<file path="config.mk">
export PLATFORM = sky130hd
export DESIGN_NAME = sigma_delta_mod_mc
export DESIGN_NICKNAME = d
export VERILOG_FILES = /design/src/rtl/sigma_delta_pkg.sv /design/src/rtl/sd_lfsr16.sv /design/src/rtl/sigma_delta_mod_mc.sv
export SDC_FILE = /design/constraint.sdc
export NUM_CORES = 1
export LEC_CHECK = 0
export CELL_PAD_IN_SITES_DETAIL_PLACEMENT = 0
export CELL_PAD_IN_SITES_GLOBAL_PLACEMENT = 1
export CORE_AREA = 4 4 204 206
export CTS_CLUSTER_DIAMETER = 100
export CTS_CLUSTER_SIZE = 8
export DETAILED_ROUTE_END_ITERATION = 12
export DIE_AREA = 0 0 208 210
export GPL_TIMING_DRIVEN = 0
export PLACE_DENSITY = 0.91
export REMOVE_ABC_BUFFERS = 1
export SKIP_LAST_GASP = 1
export SYNTH_ARGS = -nofsm -noshare
export SYNTH_HDL_FRONTEND = slang
export SYNTH_SLANG_ARGS = --single-unit
</file>
<file path="constraint.sdc">
create_clock -name clk -period 32.7 [get_ports clk]
set_input_delay 6.54 -clock clk [delete_from_list [all_inputs] [get_ports clk]]
set_output_delay 6.54 -clock clk [all_outputs]
set_load 0.02 [all_outputs]
</file>
<file path="src/rtl/sigma_delta_pkg.sv">
// Shared types and arithmetic helpers for the multi-channel sigma-delta modulator.
package sigma_delta_pkg;

    typedef enum logic [0:0] {IDLE, RUN} state_t;

    localparam logic [15:0] LFSR_SEED = 16'hACE1;
    // x^16 + x^14 + x^13 + x^11 + 1 -> register bits 15, 13, 12, 10
    localparam logic [15:0] LFSR_TAPS = 16'hB400;

    typedef logic signed [63:0] wide_t;

    function automatic wide_t fb_level(
        input logic [7:0] code,
        input int         width,
        input int         out_width
    );
        wide_t lv;
        lv = wide_t'({56'd0, code}) * 64'sd2 + 64'sd1 - (64'sd1 <<< out_width);
        return lv <<< (width - out_width);
    endfunction

    function automatic logic [7:0] quantise(
        input wide_t v,
        input int    width,
        input int    out_width
    );
        wide_t q;
        wide_t top;
        top = (64'sd1 <<< out_width) - 64'sd1;
        q = (v >>> (width - out_width + 1)) + (64'sd1 <<< (out_width - 1));
        if (q < 64'sd0) begin
            q = 64'sd0;
        end else if (q > top) begin
            q = top;
        end
        return q[7:0];
    endfunction

    function automatic wide_t sat_add(
        input wide_t a,
        input wide_t b,
        input int    iw
    );
        wide_t s;
        wide_t hi;
        wide_t lo;
        s  = a + b;
        hi = (64'sd1 <<< (iw - 1)) - 64'sd1;
        lo = -(64'sd1 <<< (iw - 1));
        if (s > hi) begin
            s = hi;
        end else if (s < lo) begin
            s = lo;
        end
        return s;
    endfunction

endpackage

</file>
<file path="src/rtl/sd_lfsr16.sv">
// 16-bit Fibonacci LFSR, shift-left, used as the dither source.
module sd_lfsr16
    import sigma_delta_pkg::*;
(
    input  logic clk,
    input  logic rst,
    input  logic step,
    output logic bit_out
);

    logic [15:0] lfsr_q;
    logic [15:0] lfsr_d;

    always_comb begin
        lfsr_d = lfsr_q;
        if (step) begin
            lfsr_d = {lfsr_q[14:0], ^(lfsr_q & LFSR_TAPS)};
        end
    end

    always_ff @(posedge clk) begin
        if (rst) begin
            lfsr_q <= LFSR_SEED;
        end else begin
            lfsr_q <= lfsr_d;
        end
    end

    assign bit_out = lfsr_q[0];

endmodule

</file>
<file path="src/rtl/sigma_delta_mod_mc.sv">
// Multi-channel multi-bit sigma-delta modulator, order 1 or 2.
// One shared loop datapath steps each channel in turn per frame.
module sigma_delta_mod_mc
    import sigma_delta_pkg::*;
#(
    parameter int WIDTH     = 16,
    parameter int OUT_WIDTH = 1,
    parameter int ORDER     = 2,
    parameter int CHANNELS  = 4,
    parameter int GUARD     = 3,
    parameter int DITHER    = 0
) (
    input  logic                          clk,
    input  logic                          rst,
    input  logic                          en,
    input  logic [CHANNELS*WIDTH-1:0]     in,
    output logic [CHANNELS*OUT_WIDTH-1:0] sd_out,
    output logic                          out_valid,
    output logic                          busy,
    output logic                          overrun
);

    localparam int IW = WIDTH + GUARD + 1;
    localparam int CW = (CHANNELS > 1) ? $clog2(CHANNELS) : 1;
    localparam int RST_CODE_I = 2 ** (OUT_WIDTH - 1);
    localparam logic [OUT_WIDTH-1:0] RST_CODE = OUT_WIDTH'(RST_CODE_I);

    if (ORDER != 1 && ORDER != 2) begin : g_bad_order
        $error("sigma_delta_mod_mc: ORDER must be 1 or 2");
    end
    if (OUT_WIDTH < 1 || OUT_WIDTH > 8) begin : g_bad_ow
        $error("sigma_delta_mod_mc: OUT_WIDTH must be 1..8");
    end

    state_t                      state_q, state_d;
    logic [CW-1:0]               ch_q, ch_d;
    logic [CHANNELS*WIDTH-1:0]   hold_q, hold_d;
    logic                        out_valid_q, out_valid_d;
    logic                        overrun_q, overrun_d;

    logic signed [IW-1:0]        i1_q   [CHANNELS];
    logic signed [IW-1:0]        i2_q   [CHANNELS];
    logic [OUT_WIDTH-1:0]        code_q [CHANNELS];
    logic signed [WIDTH-1:0]     x_arr  [CHANNELS];

    logic                        run;
    logic                        accept;
    logic                        last;
    logic                        dither_bit;

    wide_t                       x_w, lvl_w, d_w, i1_w, i2_w, v_w;
    logic signed [IW-1:0]        i1_n, i2_n;
    logic [OUT_WIDTH-1:0]        code_n;

    for (genvar k = 0; k < CHANNELS; k++) begin : g_ch
        assign x_arr[k] = hold_q[k*WIDTH +: WIDTH];
        assign sd_out[k*OUT_WIDTH +: OUT_WIDTH] = code_q[k];
    end

    // FSM: state register
    always_ff @(posedge clk) begin
        if (rst) begin
            state_q <= IDLE;
        end else begin
            state_q <= state_d;
        end
    end

    // FSM: next state
    always_comb begin
        state_d = state_q;
        unique case (state_q)
            IDLE: if (en) state_d = RUN;
            RUN:  if (last) state_d = IDLE;
        endcase
    end

    // FSM: outputs
    always_comb begin
        run    = (state_q == RUN);
        accept = en && (state_q == IDLE);
        last   = run && (ch_q == CW'(CHANNELS - 1));
    end

    always_comb begin
        hold_d      = accept ? in : hold_q;
        ch_d        = ch_q;
        if (accept) begin
            ch_d = '0;
        end else if (run) begin
            ch_d = ch_q + 1'b1;
        end
        out_valid_d = last;
        overrun_d   = overrun_q | (en & run);
    end

    always_ff @(posedge clk) begin
        if (rst) begin
            ch_q        <= '0;
            hold_q      <= '0;
            out_valid_q <= 1'b0;
            overrun_q   <= 1'b0;
        end else begin
            ch_q        <= ch_d;
            hold_q      <= hold_d;
            out_valid_q <= out_valid_d;
            overrun_q   <= overrun_d;
        end
    end

    sd_lfsr16 u_lfsr (
        .clk     (clk),
        .rst     (rst),
        .step    (run),
        .bit_out (dither_bit)
    );

    // Shared loop step for the channel selected by ch_q
    always_comb begin
        x_w   = wide_t'(x_arr[ch_q]);
        lvl_w = fb_level(8'(code_q[ch_q]), WIDTH, OUT_WIDTH);
        d_w   = '0;
        d_w[0] = dither_bit & (DITHER != 0);
        i1_w  = sat_add(wide_t'(i1_q[ch_q]) + x_w + d_w, -lvl_w, IW);
        if (ORDER == 2) begin
            i2_w = sat_add(wide_t'(i2_q[ch_q]), i1_w - (lvl_w <<< 1), IW);
        end else begin
            i2_w = wide_t'(i2_q[ch_q]);
        end
        v_w    = (ORDER == 1) ? i1_w : i2_w;
        i1_n   = IW'(i1_w);
        i2_n   = IW'(i2_w);
        code_n = OUT_WIDTH'(quantise(v_w, WIDTH, OUT_WIDTH));
    end

    always_ff @(posedge clk) begin
        if (rst) begin
            for (int k = 0; k < CHANNELS; k++) begin
                i1_q[k]   <= '0;
                i2_q[k]   <= '0;
                code_q[k] <= RST_CODE;
            end
        end else if (run) begin
            i1_q[ch_q]   <= i1_n;
            i2_q[ch_q]   <= i2_n;
            code_q[ch_q] <= code_n;
        end
    end

    assign out_valid = out_valid_q;
    assign busy      = run;
    assign overrun   = overrun_q;

endmodule
</file>
==> summary.md <==
| Metric | Value |
|---|---|
| Outcome | completed |
| Worst Hold Launch | overrun |
| Final cell utilization of the core | 55.4% |
| Number of unique standard cell types used by synthesis | between 100 and 150 |
| Floorplan Core Area | ~40000 um^2 |
| Number of pins with negative max-slew slack in the final report | 0 |
| Worst min-delay path category | reg -> reg |
| Total setup violations reported at the end of the flow | 0 |
| Synthesized cell area | 19700 um^2 |
| FFs w/ async S/R, synth | 0% |
| Number of endpoints with negative hold slack in the final report | 0 |
| Count of antenna-violating nets left after detailed routing | 0 |
| Flip-flop and latch count after synthesis | 235 |
| Top_reg_cell synth | edfxtp_1 |
| Global router's overall resource usage | 25.3% |
| Clock tree from TritonCTS | built |
| Proportion of layout cells with a drive suffix above 1 | 7.75% |
| TNS Setup | 0 ns |
| Final critical delay including setup and external delays | 19.13 ns |
| Starting Density | between 40% and 50% |
| Critical-path cell with the highest stage delay | fa_1 |
| Number of synthesized flops with an enable pin | around 160 |
| Place WS | 13.66 ns |
| Number of buffer cells added on primary ports | 73 |
| Average instance area after synthesis | 9.26 um^2 |
| Post-synthesis sequential area ratio | 32.1% |
| Largest fanout of any net on the critical path | 41 |
| Residual DRC count | 0 |
| Buffers inserted during post-CTS setup optimization | 0 |
| Maximum buffer depth of the clock tree | 3 |
| Worst Skew | 0.0285 ns |
| Num rows | between 70 and 80 |
| Routed wirelength normalized by instance count | 21.4 um |
| CP required | 32.92 ns |
| Synth-to-layout area growth | 11.5% |
| Yosys warnings | 0 |
| Via Count | 17100 |
| Worst reg-to-reg setup slack | 13.57 ns |
| Sum of net half-perimeters after detailed placement | 42700 um |
| Hold-fix buffers, CTS | 0 |
| Setup ws final | between 10 and 15 ns |
| Die width | about 210 um |
| Global-route wire length before repair | slightly above 90000 um |
| Clock insertion delay at the later pin of the skew report | 0.52 ns |
| Initial antenna violation count | 0 |
| Number of fill cells in the layout | 3502 |
| Crit path arrival time | 19.34 ns |
| Pin count of the biggest net entering global routing | 46 |
| H-tree Lvls | 2 |
| Count of boundary I/O pins | 74 |
| Cell seen most often among critical-path stages | inv_1 |
| Sink Count | roughly 240 |
| Placer's final routability congestion estimate | a little under 1 |
| RSZ-0062 raised after global routing | no |
| Max-slew headroom at the worst pin | 11.8% |
| Max cap viols | 0 |
| Post-CTS resize count | 0 |
| Clock transition at the register clock pins on the worst setup and hold paths after CTS | 0.05 ns |
| Commonest non-fill, non-tap cell in the layout | nor2_1 |
| Category of the most critical setup path | reg -> reg |
| Number of global-route vias before repair | 16500 |
| Number of search-and-repair iterations in the first detailed-routing pass | 7 |
| Initial DRC count | 1892 |
| Die Footprint | 43700 um^2 |
| Routed WL | 57400 um |
| Leading cell types in the layout, fill and taps excluded | 307 x nor2_1, 175 x a21oi_1, 161 x edfxtp_1 |
| Type of destination of the critical path | flip-flop |
| Die span in y | 210 um |
| Final Cycle Share | 58.5% |
| CTS buffer count | 35 |
| Total inserted antenna cells | 0 |
| Leftover overflow at the end of global routing | 0 |
| Routed via count divided by cell count | 6.39 |
| Fmax | 52.3 MHz |
| Clock root buffer | clkbuf_16 |
| Worst-margin pin slew | 1.32 ns |
| Post-synthesis instance total | 2129 |
| Crit path launch type | flip-flop |
| Post-layout net count | 2386 |
| Peak per-stage delay on the critical path | 1.09 ns |
-- cell families after synthesis --
kind of cell               share of synthesized area (%)
AOI/OAI and AO/OA                                   21.0
xor gates and xnor gates                            2.70
adders and majority gates                           13.9
buffers and inverters                               5.41
DFF                                                 32.1
muxes                                               7.42
and+or+nand+nor                                     17.6
-- synthesized netlist by cell type (57+ instances only) --
cell      count  area share [%]
a21oi_1     175             4.4
a22o_1       65             2.9
clkbuf_1     79             1.5
dfxtp_1      74             7.5
edfxtp_1    161              25
fa_1         62             6.3
ha_1        120             7.6
inv_1       152             2.9
mux4_2       57             6.5
nand2_1     126             2.4
nor2_1      308             5.9
o21ai_0      70             1.8
-- worst paths after layout --
check | to | cells after the start
max reg2reg | code_q[3] | 46
min reg2reg | overrun | 2
max | code_q[3] | 46
min | overrun | 2
-- through the flow --
| stage | std cells | area, um^2 | hold slack, ns |
|---|---|---|---|
| final | 2679 | 22000 | 0.469 |
| after CTS | 2679 | 22000 | 0.474 |
| after detailed placement | 2625 | 21000 | 0.461 |
| after global routing | 2679 | 22000 | 0.484 |
| after global placement | 2612 | 20600 | 0.449 |
| after floorplan | 2014 | 19200 | 0.444 |
-- worst max-delay path: cells and delay by family (launching register included) --
family	cells	cell delay (ns)
AND/OR/NAND/NOR	16	5.57
AO/OA/AOI/OAI	12	4.64
adder cells (fa/ha/maj)	8	4.45
buffers and inverters	7	1.87
multiplexers	3	1.31
flip-flops	1	0.92
-- registers in the layout, summed over array words and instances (netlist names), named ones only --
name / cells
busy: 1
ch_q: 2
code_q: 4
hold_q: 64
i1_q: 80
i2_q: 80
out_valid: 1
overrun: 1
-- cell type report --
type / instances / area [um^2] / area share, %
multi-input combinational: 1627 / 12400 / 56.5
sequential: 235 / 6320 / 28.8
timing repair buffer: 86 / 1020 / 4.65
clock buffer: 51 / 957 / 4.36
tap: 525 / 657 / 2.99
inverter: 152 / 571 / 2.60
clock inverter: 3 / 32.5 / 0.148
-- per-layer routing --
layer | GRT usage, % | routed length, um
met1 | 37.7 | 25700
met2 | 39.9 | 25800
met3 | 4.14 | 4870
met4 | 4.78 | 993
met5 | 0 | 0
Power is left out: the tool's default activity adds up to more than one toggle a clock period on the data nets, which glitch-free logic cannot reach.
